**config.mk**
```make
export PLATFORM = sky130hd
export DESIGN_NAME = rf_wb_sched_flat
export DESIGN_NICKNAME = d
export VERILOG_FILES = /design/src/rtl/rf_wb_sched_pkg.sv /design/src/rtl/rf_wb_sched_if.sv /design/src/rtl/rf_scoreboard.sv /design/src/rtl/rf_wb_sched.sv /design/src/flat_wrapper.sv
export SDC_FILE = /design/constraint.sdc
export NUM_CORES = 1
export LEC_CHECK = 0
export CAP_MARGIN = 10
export CORE_MARGIN = 1
export CORE_UTILIZATION = 46
export DETAILED_ROUTE_END_ITERATION = 16
export GPL_TIMING_DRIVEN = 0
export MAX_ROUTING_LAYER = met4
export PLACE_DENSITY = 0.87
export SYNTH_ARGS = -nofsm -noshare
export SYNTH_HDL_FRONTEND = slang
export SYNTH_SLANG_ARGS = --single-unit
```
**constraint.sdc**
```tcl
create_clock -name clk -period 3.5 [get_ports clk]
set_input_delay 0.7 -clock clk [delete_from_list [all_inputs] [get_ports clk]]
set_output_delay 0.7 -clock clk [all_outputs]
set_load 0.03 [all_outputs]
```
**src/rtl/rf_wb_sched_pkg.sv**
```systemverilog
// Shared definitions for the register-file writeback scheduler: register index
// type, r0 index, writeback source encodings and data/counter widths.
package rf_wb_sched_pkg;
  localparam int DATA_W = 32;
  localparam int RW     = 5;
  localparam int CNT_W  = 3;

  typedef logic [RW-1:0] reg_idx_t;

  localparam reg_idx_t R0         = 5'd0;
  localparam logic     WB_SRC_ALU = 1'b0;
  localparam logic     WB_SRC_MEM = 1'b1;
endpackage

```
**src/rtl/rf_wb_sched_if.sv**
```systemverilog
// Decode/execute/load-unit/regfile bus of rf_wb_sched. The master modport is the
// pipeline side that drives issue and results; the slave modport is the scheduler.
interface rf_wb_sched_if;
  import rf_wb_sched_pkg::*;

  logic                    issue_valid;
  reg_idx_t                issue_rs;
  reg_idx_t                issue_rt;
  logic                    use_rs;
  logic                    use_rt;
  logic                    issue_wr;
  reg_idx_t                issue_rd;
  logic                    issue_src;
  logic                    issue_stall;

  logic                    alu_valid;
  reg_idx_t                alu_rd;
  logic       [DATA_W-1:0] alu_data;
  logic                    mem_valid;
  reg_idx_t                mem_rd;
  logic       [DATA_W-1:0] mem_data;
  logic                    mem_ready;

  logic                    wb_en;
  reg_idx_t                wb_rd;
  logic       [DATA_W-1:0] wb_data;
  logic                    byp1_hit;
  logic                    byp2_hit;
  logic       [DATA_W-1:0] byp_data;

  modport master (
    output issue_valid, issue_rs, issue_rt, use_rs, use_rt, issue_wr, issue_rd, issue_src,
    output alu_valid, alu_rd, alu_data, mem_valid, mem_rd, mem_data,
    input  issue_stall, mem_ready, wb_en, wb_rd, wb_data, byp1_hit, byp2_hit, byp_data
  );

  modport slave (
    input  issue_valid, issue_rs, issue_rt, use_rs, use_rt, issue_wr, issue_rd, issue_src,
    input  alu_valid, alu_rd, alu_data, mem_valid, mem_rd, mem_data,
    output issue_stall, mem_ready, wb_en, wb_rd, wb_data, byp1_hit, byp2_hit, byp_data
  );
endinterface

```
**src/rtl/rf_scoreboard.sv**
```systemverilog
// 32-entry pending-result scoreboard: one set port (issue), one clear port (commit),
// two source read ports plus a destination read port for the WAW check. r0 never pends.
module rf_scoreboard
  import rf_wb_sched_pkg::*;
(
  input  logic     clk,
  input  logic     rst,
  input  logic     set_en,
  input  reg_idx_t set_idx,
  input  logic     clr_en,
  input  reg_idx_t clr_idx,
  input  reg_idx_t rd_a_idx,
  input  reg_idx_t rd_b_idx,
  input  reg_idx_t rd_c_idx,
  output logic     rd_a,
  output logic     rd_b,
  output logic     rd_c
);
  logic [31:0] pending;
  logic [31:0] set_mask;
  logic [31:0] clr_mask;

  always_comb begin
    set_mask = '0;
    clr_mask = '0;
    if (set_en) set_mask[set_idx] = 1'b1;
    if (clr_en) clr_mask[clr_idx] = 1'b1;
  end

  // Set and clear of the same index never coincide, so their order is irrelevant.
  always_ff @(posedge clk or negedge rst) begin
    if (!rst) pending <= '0;
    else      pending <= ((pending & ~clr_mask) | set_mask) & ~32'd1;
  end

  assign rd_a = pending[rd_a_idx];
  assign rd_b = pending[rd_b_idx];
  assign rd_c = pending[rd_c_idx];
endmodule

```
**src/rtl/rf_wb_sched.sv**
```systemverilog
// Writeback scheduler: hazard stall, load-slot counting and ALU-priority arbitration
// of the single regfile write port. Optional bypass of wb_data under RF_WB_BYPASS_EN.
module rf_wb_sched
  import rf_wb_sched_pkg::*;
#(
  parameter int MAX_LOADS = 2
) (
  input logic           clk,
  input logic           rst,
  rf_wb_sched_if.slave  bus
);
  logic             pend_rs;
  logic             pend_rt;
  logic             pend_rd;
  logic             byp1;
  logic             byp2;
  logic             raw;
  logic             waw;
  logic             loads_full;
  logic             stall;
  logic             accept;
  logic             grant_alu;
  logic             grant_mem;
  logic             wb_mem_p1;
  logic             load_inc;
  logic [CNT_W-1:0] load_cnt;

  rf_scoreboard u_sb (
    .clk      (clk),
    .rst      (rst),
    .set_en   (accept && bus.issue_wr && (bus.issue_rd != R0)),
    .set_idx  (bus.issue_rd),
    .clr_en   (bus.wb_en),
    .clr_idx  (bus.wb_rd),
    .rd_a_idx (bus.issue_rs),
    .rd_b_idx (bus.issue_rt),
    .rd_c_idx (bus.issue_rd),
    .rd_a     (pend_rs),
    .rd_b     (pend_rt),
    .rd_c     (pend_rd)
  );

`ifdef RF_WB_BYPASS_EN
  // A source whose producer is on the write port this cycle takes wb_data directly.
  assign byp1          = bus.issue_valid && bus.use_rs && bus.wb_en && (bus.wb_rd == bus.issue_rs);
  assign byp2          = bus.issue_valid && bus.use_rt && bus.wb_en && (bus.wb_rd == bus.issue_rt);
  assign bus.byp_data  = (byp1 || byp2) ? bus.wb_data : '0;
`else
  assign byp1          = 1'b0;
  assign byp2          = 1'b0;
  assign bus.byp_data  = '0;
`endif
  assign bus.byp1_hit  = byp1;
  assign bus.byp2_hit  = byp2;

  assign raw        = (bus.use_rs && pend_rs && !byp1) || (bus.use_rt && pend_rt && !byp2);
  assign waw        = bus.issue_wr && pend_rd;
  assign loads_full = (bus.issue_src == WB_SRC_MEM) && (load_cnt == CNT_W'(MAX_LOADS));
  assign stall      = bus.issue_valid && (raw || waw || loads_full);
  assign accept     = bus.issue_valid && !stall;
  assign load_inc   = accept && (bus.issue_src == WB_SRC_MEM);

  assign bus.issue_stall = stall;
  assign grant_alu       = bus.alu_valid;
  assign grant_mem       = bus.mem_valid && !bus.alu_valid;
  assign bus.mem_ready   = !bus.alu_valid;

  // p1: granted result on the regfile write port
  always_ff @(posedge clk or negedge rst) begin
    if (!rst) begin
      bus.wb_en   <= 1'b0;
      bus.wb_rd   <= R0;
      bus.wb_data <= '0;
      wb_mem_p1   <= 1'b0;
    end else begin
      bus.wb_en <= (grant_alu && (bus.alu_rd != R0)) || (grant_mem && (bus.mem_rd != R0));
      wb_mem_p1 <= grant_mem;
      if (grant_alu) begin
        bus.wb_rd   <= bus.alu_rd;
        bus.wb_data <= bus.alu_data;
      end else if (grant_mem) begin
        bus.wb_rd   <= bus.mem_rd;
        bus.wb_data <= bus.mem_data;
      end
    end
  end

  // A load slot frees when its return reaches the write port, even for r0 targets.
  always_ff @(posedge clk or negedge rst) begin
    if (!rst) begin
      load_cnt <= '0;
    end else begin
      case ({load_inc, wb_mem_p1})
        2'b10:   load_cnt <= load_cnt + CNT_W'(1);
        2'b01:   load_cnt <= load_cnt - CNT_W'(1);
        default: load_cnt <= load_cnt;
      endcase
    end
  end
endmodule
```
**src/flat_wrapper.sv**
```systemverilog
// flat-port wrapper written by rule: the top's interface ports become plain ports
module rf_wb_sched_flat import rf_wb_sched_pkg::*;
#(
  parameter int MAX_LOADS = 2
)
  (clk, rst, bus_issue_valid, bus_issue_rs, bus_issue_rt, bus_use_rs, bus_use_rt, bus_issue_wr, bus_issue_rd, bus_issue_src, bus_alu_valid, bus_alu_rd, bus_alu_data, bus_mem_valid, bus_mem_rd, bus_mem_data, bus_issue_stall, bus_mem_ready, bus_wb_en, bus_wb_rd, bus_wb_data, bus_byp1_hit, bus_byp2_hit, bus_byp_data);
  rf_wb_sched_if bus_i ();
  input logic clk;
  input logic rst;
  input wire logic [$bits(bus_i.issue_valid)-1:0] bus_issue_valid;
  input wire logic [$bits(bus_i.issue_rs)-1:0] bus_issue_rs;
  input wire logic [$bits(bus_i.issue_rt)-1:0] bus_issue_rt;
  input wire logic [$bits(bus_i.use_rs)-1:0] bus_use_rs;
  input wire logic [$bits(bus_i.use_rt)-1:0] bus_use_rt;
  input wire logic [$bits(bus_i.issue_wr)-1:0] bus_issue_wr;
  input wire logic [$bits(bus_i.issue_rd)-1:0] bus_issue_rd;
  input wire logic [$bits(bus_i.issue_src)-1:0] bus_issue_src;
  input wire logic [$bits(bus_i.alu_valid)-1:0] bus_alu_valid;
  input wire logic [$bits(bus_i.alu_rd)-1:0] bus_alu_rd;
  input wire logic [$bits(bus_i.alu_data)-1:0] bus_alu_data;
  input wire logic [$bits(bus_i.mem_valid)-1:0] bus_mem_valid;
  input wire logic [$bits(bus_i.mem_rd)-1:0] bus_mem_rd;
  input wire logic [$bits(bus_i.mem_data)-1:0] bus_mem_data;
  output wire logic [$bits(bus_i.issue_stall)-1:0] bus_issue_stall;
  output wire logic [$bits(bus_i.mem_ready)-1:0] bus_mem_ready;
  output wire logic [$bits(bus_i.wb_en)-1:0] bus_wb_en;
  output wire logic [$bits(bus_i.wb_rd)-1:0] bus_wb_rd;
  output wire logic [$bits(bus_i.wb_data)-1:0] bus_wb_data;
  output wire logic [$bits(bus_i.byp1_hit)-1:0] bus_byp1_hit;
  output wire logic [$bits(bus_i.byp2_hit)-1:0] bus_byp2_hit;
  output wire logic [$bits(bus_i.byp_data)-1:0] bus_byp_data;
  assign bus_i.issue_valid = bus_issue_valid;
  assign bus_i.issue_rs = bus_issue_rs;
  assign bus_i.issue_rt = bus_issue_rt;
  assign bus_i.use_rs = bus_use_rs;
  assign bus_i.use_rt = bus_use_rt;
  assign bus_i.issue_wr = bus_issue_wr;
  assign bus_i.issue_rd = bus_issue_rd;
  assign bus_i.issue_src = bus_issue_src;
  assign bus_i.alu_valid = bus_alu_valid;
  assign bus_i.alu_rd = bus_alu_rd;
  assign bus_i.alu_data = bus_alu_data;
  assign bus_i.mem_valid = bus_mem_valid;
  assign bus_i.mem_rd = bus_mem_rd;
  assign bus_i.mem_data = bus_mem_data;
  assign bus_issue_stall = bus_i.issue_stall;
  assign bus_mem_ready = bus_i.mem_ready;
  assign bus_wb_en = bus_i.wb_en;
  assign bus_wb_rd = bus_i.wb_rd;
  assign bus_wb_data = bus_i.wb_data;
  assign bus_byp1_hit = bus_i.byp1_hit;
  assign bus_byp2_hit = bus_i.byp2_hit;
  assign bus_byp_data = bus_i.byp_data;
  rf_wb_sched #(.MAX_LOADS(MAX_LOADS)) u_core (.clk(clk), .rst(rst), .bus(bus_i));
endmodule
```
== Word-level counts from Yosys, hierarchy flattened ==
Index checks and enable logic that the tools add are counted.

* $add $sub $neg: 2
* $lt $le $gt $ge: 6
* Equal/unequal tests: 3
* Muxes and demuxes: 17
* Bitwise gates (word level): 3
* Reductions and logical operators: 25

{| class="wikitable"
|+ Operators by type and width
! cell !! number
|-
| $mux W32 || 4
|-
| $and A32 B32 Y32 || 1
|-
| $not A32 Y32 || 1
|-
| $or A32 B32 Y32 || 1
|-
| $lt A5 B6 Y1 const B || 4
|-
| $bmux W1 S5 || 3
|-
| $reduce_bool A5 Y1 || 3
|-
| $logic_and A1 B1 Y1 || 14
|-
| $demux W1 S5 || 2
|-
| $ge A5 B1 Y1 const B || 2
|-
| $mux W5 || 2
|-
| $pmux W3 S2 || 1
|-
| $mux W1 || 5
|-
| $logic_or A1 B1 Y1 || 4
|-
| $reduce_bool A2 Y1 || 2
|-
| $add A3 B1 Y3 const B || 1
|-
| $eq A3 B2 Y1 const B || 1
|-
| $sub A3 B1 Y3 const B || 1
|-
| $eq A2 B1 Y1 const B || 1
|-
| $eq A2 B2 Y1 const B || 1
|-
| $logic_not A1 Y1 || 2
|}

* Register bits: 73
* Input port bits: 98
* Output and inout port bits: 74

== Depth between registers and ports, before layout ==
* Depth after elaboration: 13
* Depth in mapped cells: 14
* Gate-level depth less buffers: 12

== Modules after synthesis ==
From an unflattened synthesis, not the netlist that was laid out.

* Cells, all modules: 451
* Area total of the unflattened synthesis: 4419.2 um2

{| class="wikitable"
|+ By module, submodules not included
! module !! times used !! cells an instance !! area each (um2) !! seq. area each (um2)
|-
| rf_wb_sched || 1 || 222 || 2244.7 || 1051.0
|-
| rf_scoreboard || 1 || 229 || 2174.6 || 775.7
|}

== Worst setup path after synthesis ==
OpenSTA, ideal clock, no wires.

* Path kind: input to register
* Start point: input bus_issue_rt[0]
* End point: register u_core.load_cnt[2]
* Library setup time: 0.080 ns
* Arrival time: 3.257 ns
* Data required time: 3.420 ns
* Setup slack: 0.163 ns
* Cell stages on the path: 11
* Cells stage by stage: clkdlybuf4s15_1 -> mux4_2 -> mux4_2 -> o21ai_4 -> or3_1 -> ha_1 -> inv_1 -> fa_1 -> xor2_1 -> nor2_1 -> xnor2_1

* Word-level cells in the longest chain between the ends: 12

{| class="wikitable"
|+ Ends and longest elaborated chain
! what !! RTL line !! RTL
|-
| start, declared || flat_wrapper.sv:12 || <nowiki>input wire logic [$bits(bus_i.issue_rt)-1:0] bus_issue_rt;</nowiki>
|-
| $bmux W1 S5 * || rf_scoreboard.sv:37 || <nowiki>assign rd_b = pending[rd_b_idx];</nowiki>
|-
| $mux W1 (not written as such) * || rf_scoreboard.sv:37 ||
|-
| $logic_and A1 B1 Y1 * || rf_wb_sched.sv:56 || <nowiki>assign raw = (bus.use_rs && pend_rs && !byp1) || (bus.use_rt && pend_rt && !byp2);</nowiki>
|-
| $logic_or A1 B1 Y1 * || rf_wb_sched.sv:56 ||
|-
| $logic_or A1 B1 Y1 * (2 in series) || rf_wb_sched.sv:59 || <nowiki>assign stall = bus.issue_valid && (raw || waw || loads_full);</nowiki>
|-
| $logic_and A1 B1 Y1 * || rf_wb_sched.sv:59 ||
|-
| $logic_not A1 Y1 * || rf_wb_sched.sv:60 || <nowiki>assign accept = bus.issue_valid && !stall;</nowiki>
|-
| $logic_and A1 B1 Y1 * || rf_wb_sched.sv:60 ||
|-
| $logic_and A1 B1 Y1 * || rf_wb_sched.sv:61 || <nowiki>assign load_inc = accept && (bus.issue_src == WB_SRC_MEM);</nowiki>
|-
| $eq A2 B1 Y1 or $eq A2 B2 Y1 (tied branches) || rf_wb_sched.sv:93 || <nowiki>case ({load_inc, wb_mem_p1})</nowiki>
|-
| $pmux W3 S2 or $reduce_bool A2 Y1 (tied branches) || -- ||
|-
| end signal, assigned || rf_wb_sched.sv:94 || <nowiki>2'b10: load_cnt <= load_cnt + CNT_W'(1);</nowiki>
|-
| end signal, assigned || rf_wb_sched.sv:95 || <nowiki>2'b01: load_cnt <= load_cnt - CNT_W'(1);</nowiki>
|-
| end signal, assigned || rf_wb_sched.sv:96 || <nowiki>default: load_cnt <= load_cnt;</nowiki>
|-
| end, declared || rf_wb_sched.sv:26 || <nowiki>logic [CNT_W-1:0] load_cnt;</nowiki>
|}

Mark *: on every way between the ends. The rest lies on a longest branch, timed or not. The select of a mux whose other input is x is not followed.
A chain may end at the register's enable or synchronous reset.

== Worst setup path after layout ==
* Start point: input bus_issue_rt[0]
* End point: output bus_issue_stall

* Word-level cells in the longest chain between the ends: 7

{| class="wikitable"
|+ Ends and longest elaborated chain
! what !! RTL line !! RTL
|-
| $bmux W1 S5 || rf_scoreboard.sv:37 ||
|-
| $mux W1 (not written as such) || rf_scoreboard.sv:37 ||
|-
| $logic_and A1 B1 Y1 || rf_wb_sched.sv:56 ||
|-
| $logic_or A1 B1 Y1 || rf_wb_sched.sv:56 ||
|-
| $logic_or A1 B1 Y1 (2 in series) || rf_wb_sched.sv:59 ||
|-
| $logic_and A1 B1 Y1 || rf_wb_sched.sv:59 ||
|-
| end, declared || flat_wrapper.sv:24 || <nowiki>output wire logic [$bits(bus_i.issue_stall)-1:0] bus_issue_stall;</nowiki>
|}

Every way passes these cells. The select of a mux whose other input is x is not followed.

==> out/metrics.csv <==
stage,metric,value,unit
status,status,"complete, no violations",
route,via/cell ratio,5.65,
synthesis,Post-Synth XOR/XNOR Area,0.533,%
setup_path,"Critical Path, Cell by Cell",clkdlybuf4s15_1 > mux4_2 > mux4_2 > o21ai_4 > buf_6 > o21a_1 > buf_6,
power,Pwr Density,466,mW/mm^2
route,Routed WL,15300,um
global_routing,vias in the first global route,4757,
setup_path,Critical Path AT,2.67,ns
cts,H-tree depth,3,
timing,final slew viol count,0,
global_routing,largest net degree at the start of global routing,44,
global_routing,first-pass GRT wire length,24600,um
timing,Final setup viols,0,
cts,hold_buf cts,0,
floorplanning,Die H,106,um
placement,post-placement worst setup slack,-1.25,ns
power,Peak VDD IR,0.000240,V
setup_path,Worst Path Required,2.80,ns
route,1st-iter DRT viols,302,
timing,clk_skew,0.00485,ns
cts,CTS tree,built,
synthesis,async set or reset register ratio after synthesis,100,%
layout,P&R area growth vs syn,39.1,%
synthesis,post-synthesis mux area share,20.0,%
job,MaxCap Viol Count,0,
floorplanning,die area,0.0111,mm^2
layout,diodes inserted,0,
synthesis,Yosys top cell by area,dfrtp_1,
synthesis,mapped cell area,0.00493,mm^2
setup_path,CP max FO,6,
setup_path,CP Launch Point,bus_issue_rt[0],
timing,final setup margin,0.132,ns
worst_hold_path,class of the worst hold path,in2async,
timing,Rel. slew slack,52.0,%
global_routing,initial antenna violation count,0,
timing,Tightest Pin Transition,0.720,ns
floorplanning,core area,0.0104,mm^2
synthesis,simple-gate share of the synthesized area,13.4,%
placement,DP Area,0.00654,mm^2
cts,Bufs on Longest Clock Path,2,
floorplanning,num ports,172,
setup_path,CP peak stage delay,0.55,ns
synthesis,ys flop type,dfrtp_1,
layout,fin cells,821,
synthesis,largest family of logic cells by synthesized area,multiplexers,
placement,placed insts,792,
timing,unrepaired setup endpoints after global routing,no,
synthesis,synthesized instance count,493,
timing,fmax,297,MHz
setup_path,Worst setup SP type,input port,
synthesis,"EDFF count, synth",0,
timing,final hold vios,0,
timing,setup_tns,0,ns
layout,layout cell share with drive strength beyond 1,19.0,%
floorplanning,FP Rows,37,
setup_path,slowest CP cell,mux4_2,
setup_path,R2R depth,13,
setup_path,reg2reg setup slack,0.31,ns
synthesis,Syn Area/Cell,10.0,um^2
synthesis,sequential area share after synthesis,37.0,%
layout,nets@finish,780,
cts,clk root buf,clkbuf_8,
global_routing,GRT Util Overall,29.3,%
setup_path,Setup crit end kind,output pin,
cts,clock slew at reported path FFs,0.08,ns
timing,Final period util,96.2,%
placement,# port buffers,129,
synthesis,Synth area leaders,"dfrtp_1 37%, mux2i_1 12%, o21ai_0 8.3%",
timing,hold_ws,0.276,ns
synthesis,adder-cell share of the synthesized area,0.659,%
placement,post-DP HPWL,11600,um
layout,Final Instance Area,0.00686,mm^2
synthesis,Synth top area share,37.0,%
route,drc violations,0,
setup_path,crit path kind,in2out,
timing,fin crit period,3.37,ns
setup_path,R2R Path Start,u_core.u_sb.pending[13],
synthesis,"FF+latch count, synth",73,
route,wire per inst,18.6,um
layout,"most common cell after layout, fill and taps aside",clkdlybuf4s50_1,
cts,# clock sinks,73,
cts,CTS buffer count,9,
route,total vias in the final route,4641,
power,P_leak,2.94,nW
synthesis,post-synthesis compound-gate area fraction,17.7,%
global_routing,grt total ovfl,0,
cts,Worst-Skew Late Latency,0.36,ns
floorplanning,Initial Util,47.6,%
synthesis,Yosys warning total,0,
synthesis,Netlist cell types,52,
layout,most frequent cells in the layout,"122 x clkdlybuf4s50_1, 82 x o21ai_0, 73 x dfrtp_1",
route,antenna violation net count after detailed routing,0,
floorplanning,Die X,106,um
placement,routability cong.,0.948,
route,DRT Pass-1 Iters,5,
-- power breakdown --
group / internal [mW] / switching (mW)
Clock: 0.329 / 0.350
Sequential: 1.05 / 0.221
Combinational: 0.609 / 0.638
-- cells by family after synthesis --
group,Yosys count
AO/OA/AOI/OAI,134
adder cells (fa/ha/maj),2
multiplexers,78
flip-flops,73
AND/OR/NAND/NOR,121
other,1
buffers and inverters,81
XOR/XNOR,3
-- synthesized netlist by cell type (all sizes together) (2+ instances only) --
library cell,n
and3,10
and3b,2
buf,49
clkbuf,23
dfrtp,73
inv,7
mux2,6
mux2i,58
mux4,14
nand2,43
nand3,12
nand3b,10
nor2,5
nor2b,4
nor3,9
nor3b,5
o211ai,15
o21ai,90
o22ai,4
o311ai,2
o31ai,16
or3,11
or3b,5
or4,3
xnor2,2
-- flip-flops by register name, indices dropped and copies added, names as in the netlist --
signal	count
u_core.bus.wb_en	1
u_core.wb_mem_p1	1
u_core.bus.wb_data	32
u_core.u_sb.pending	31
u_core.load_cnt	3
u_core.bus.wb_rd	5
-- layer usage --
metal / GRT usage [%] / vias to the layer above / share of wire (%)
met5: - / - / 0
met4: 6.94 / 0 / 1.9
met3: 6.37 / 34 / 9.1
met2: 50.2 / 262 / 51
met1: 35.3 / 2229 / 38
li1: - / 2116 / -
-- metrics by stage --
stage / util [%] / power (mW)
4_1_cts: 66.2 / 3.17
3_3_place_gp: 62.9 / 2.42
6_report: 66.2 / 3.20
5_1_grt: 66.2 / 3.36
2_1_floorplan: - / 2.01
3_5_place_dp: 63.1 / 2.47
-- critical path: cells and delay by family --
family                 cells  cell delay [ns]
multiplexers               2             1.05
buffers and inverters      3             0.59
AO/OA/AOI/OAI              2             0.32
-- path summary, 6_finish.rpt --
path	endpoint
worst min-delay path	u_core.u_sb.pending[4]
worst max-delay path	bus_issue_stall
min in group clk	u_core.load_cnt[0]
worst min register to register	u_core.load_cnt[0]
worst max register to register	u_core.load_cnt[2]
max in group asynchronous	u_core.bus.wb_data[31]
-- area by class of cell --
class	instances	area, um^2
Fill cell	810	3510
Multi-Input combinational cell	372	2730
Sequential cell	73	1830
Timing Repair Buffer	143	1400
Buffer	73	517
Tap cell	136	170
Clock buffer	9	124
Clock inverter	7	70.1
Inverter	8	30.0
-- timing repair --
item / in CTS / in global routing
pin swaps: 4 / 2
endpoints found under the setup margin: 3 / 3
setup buffers: 12 / 1
gates resized for setup: 21 / 13
Note: power is estimated with default switching activity, not from simulation.
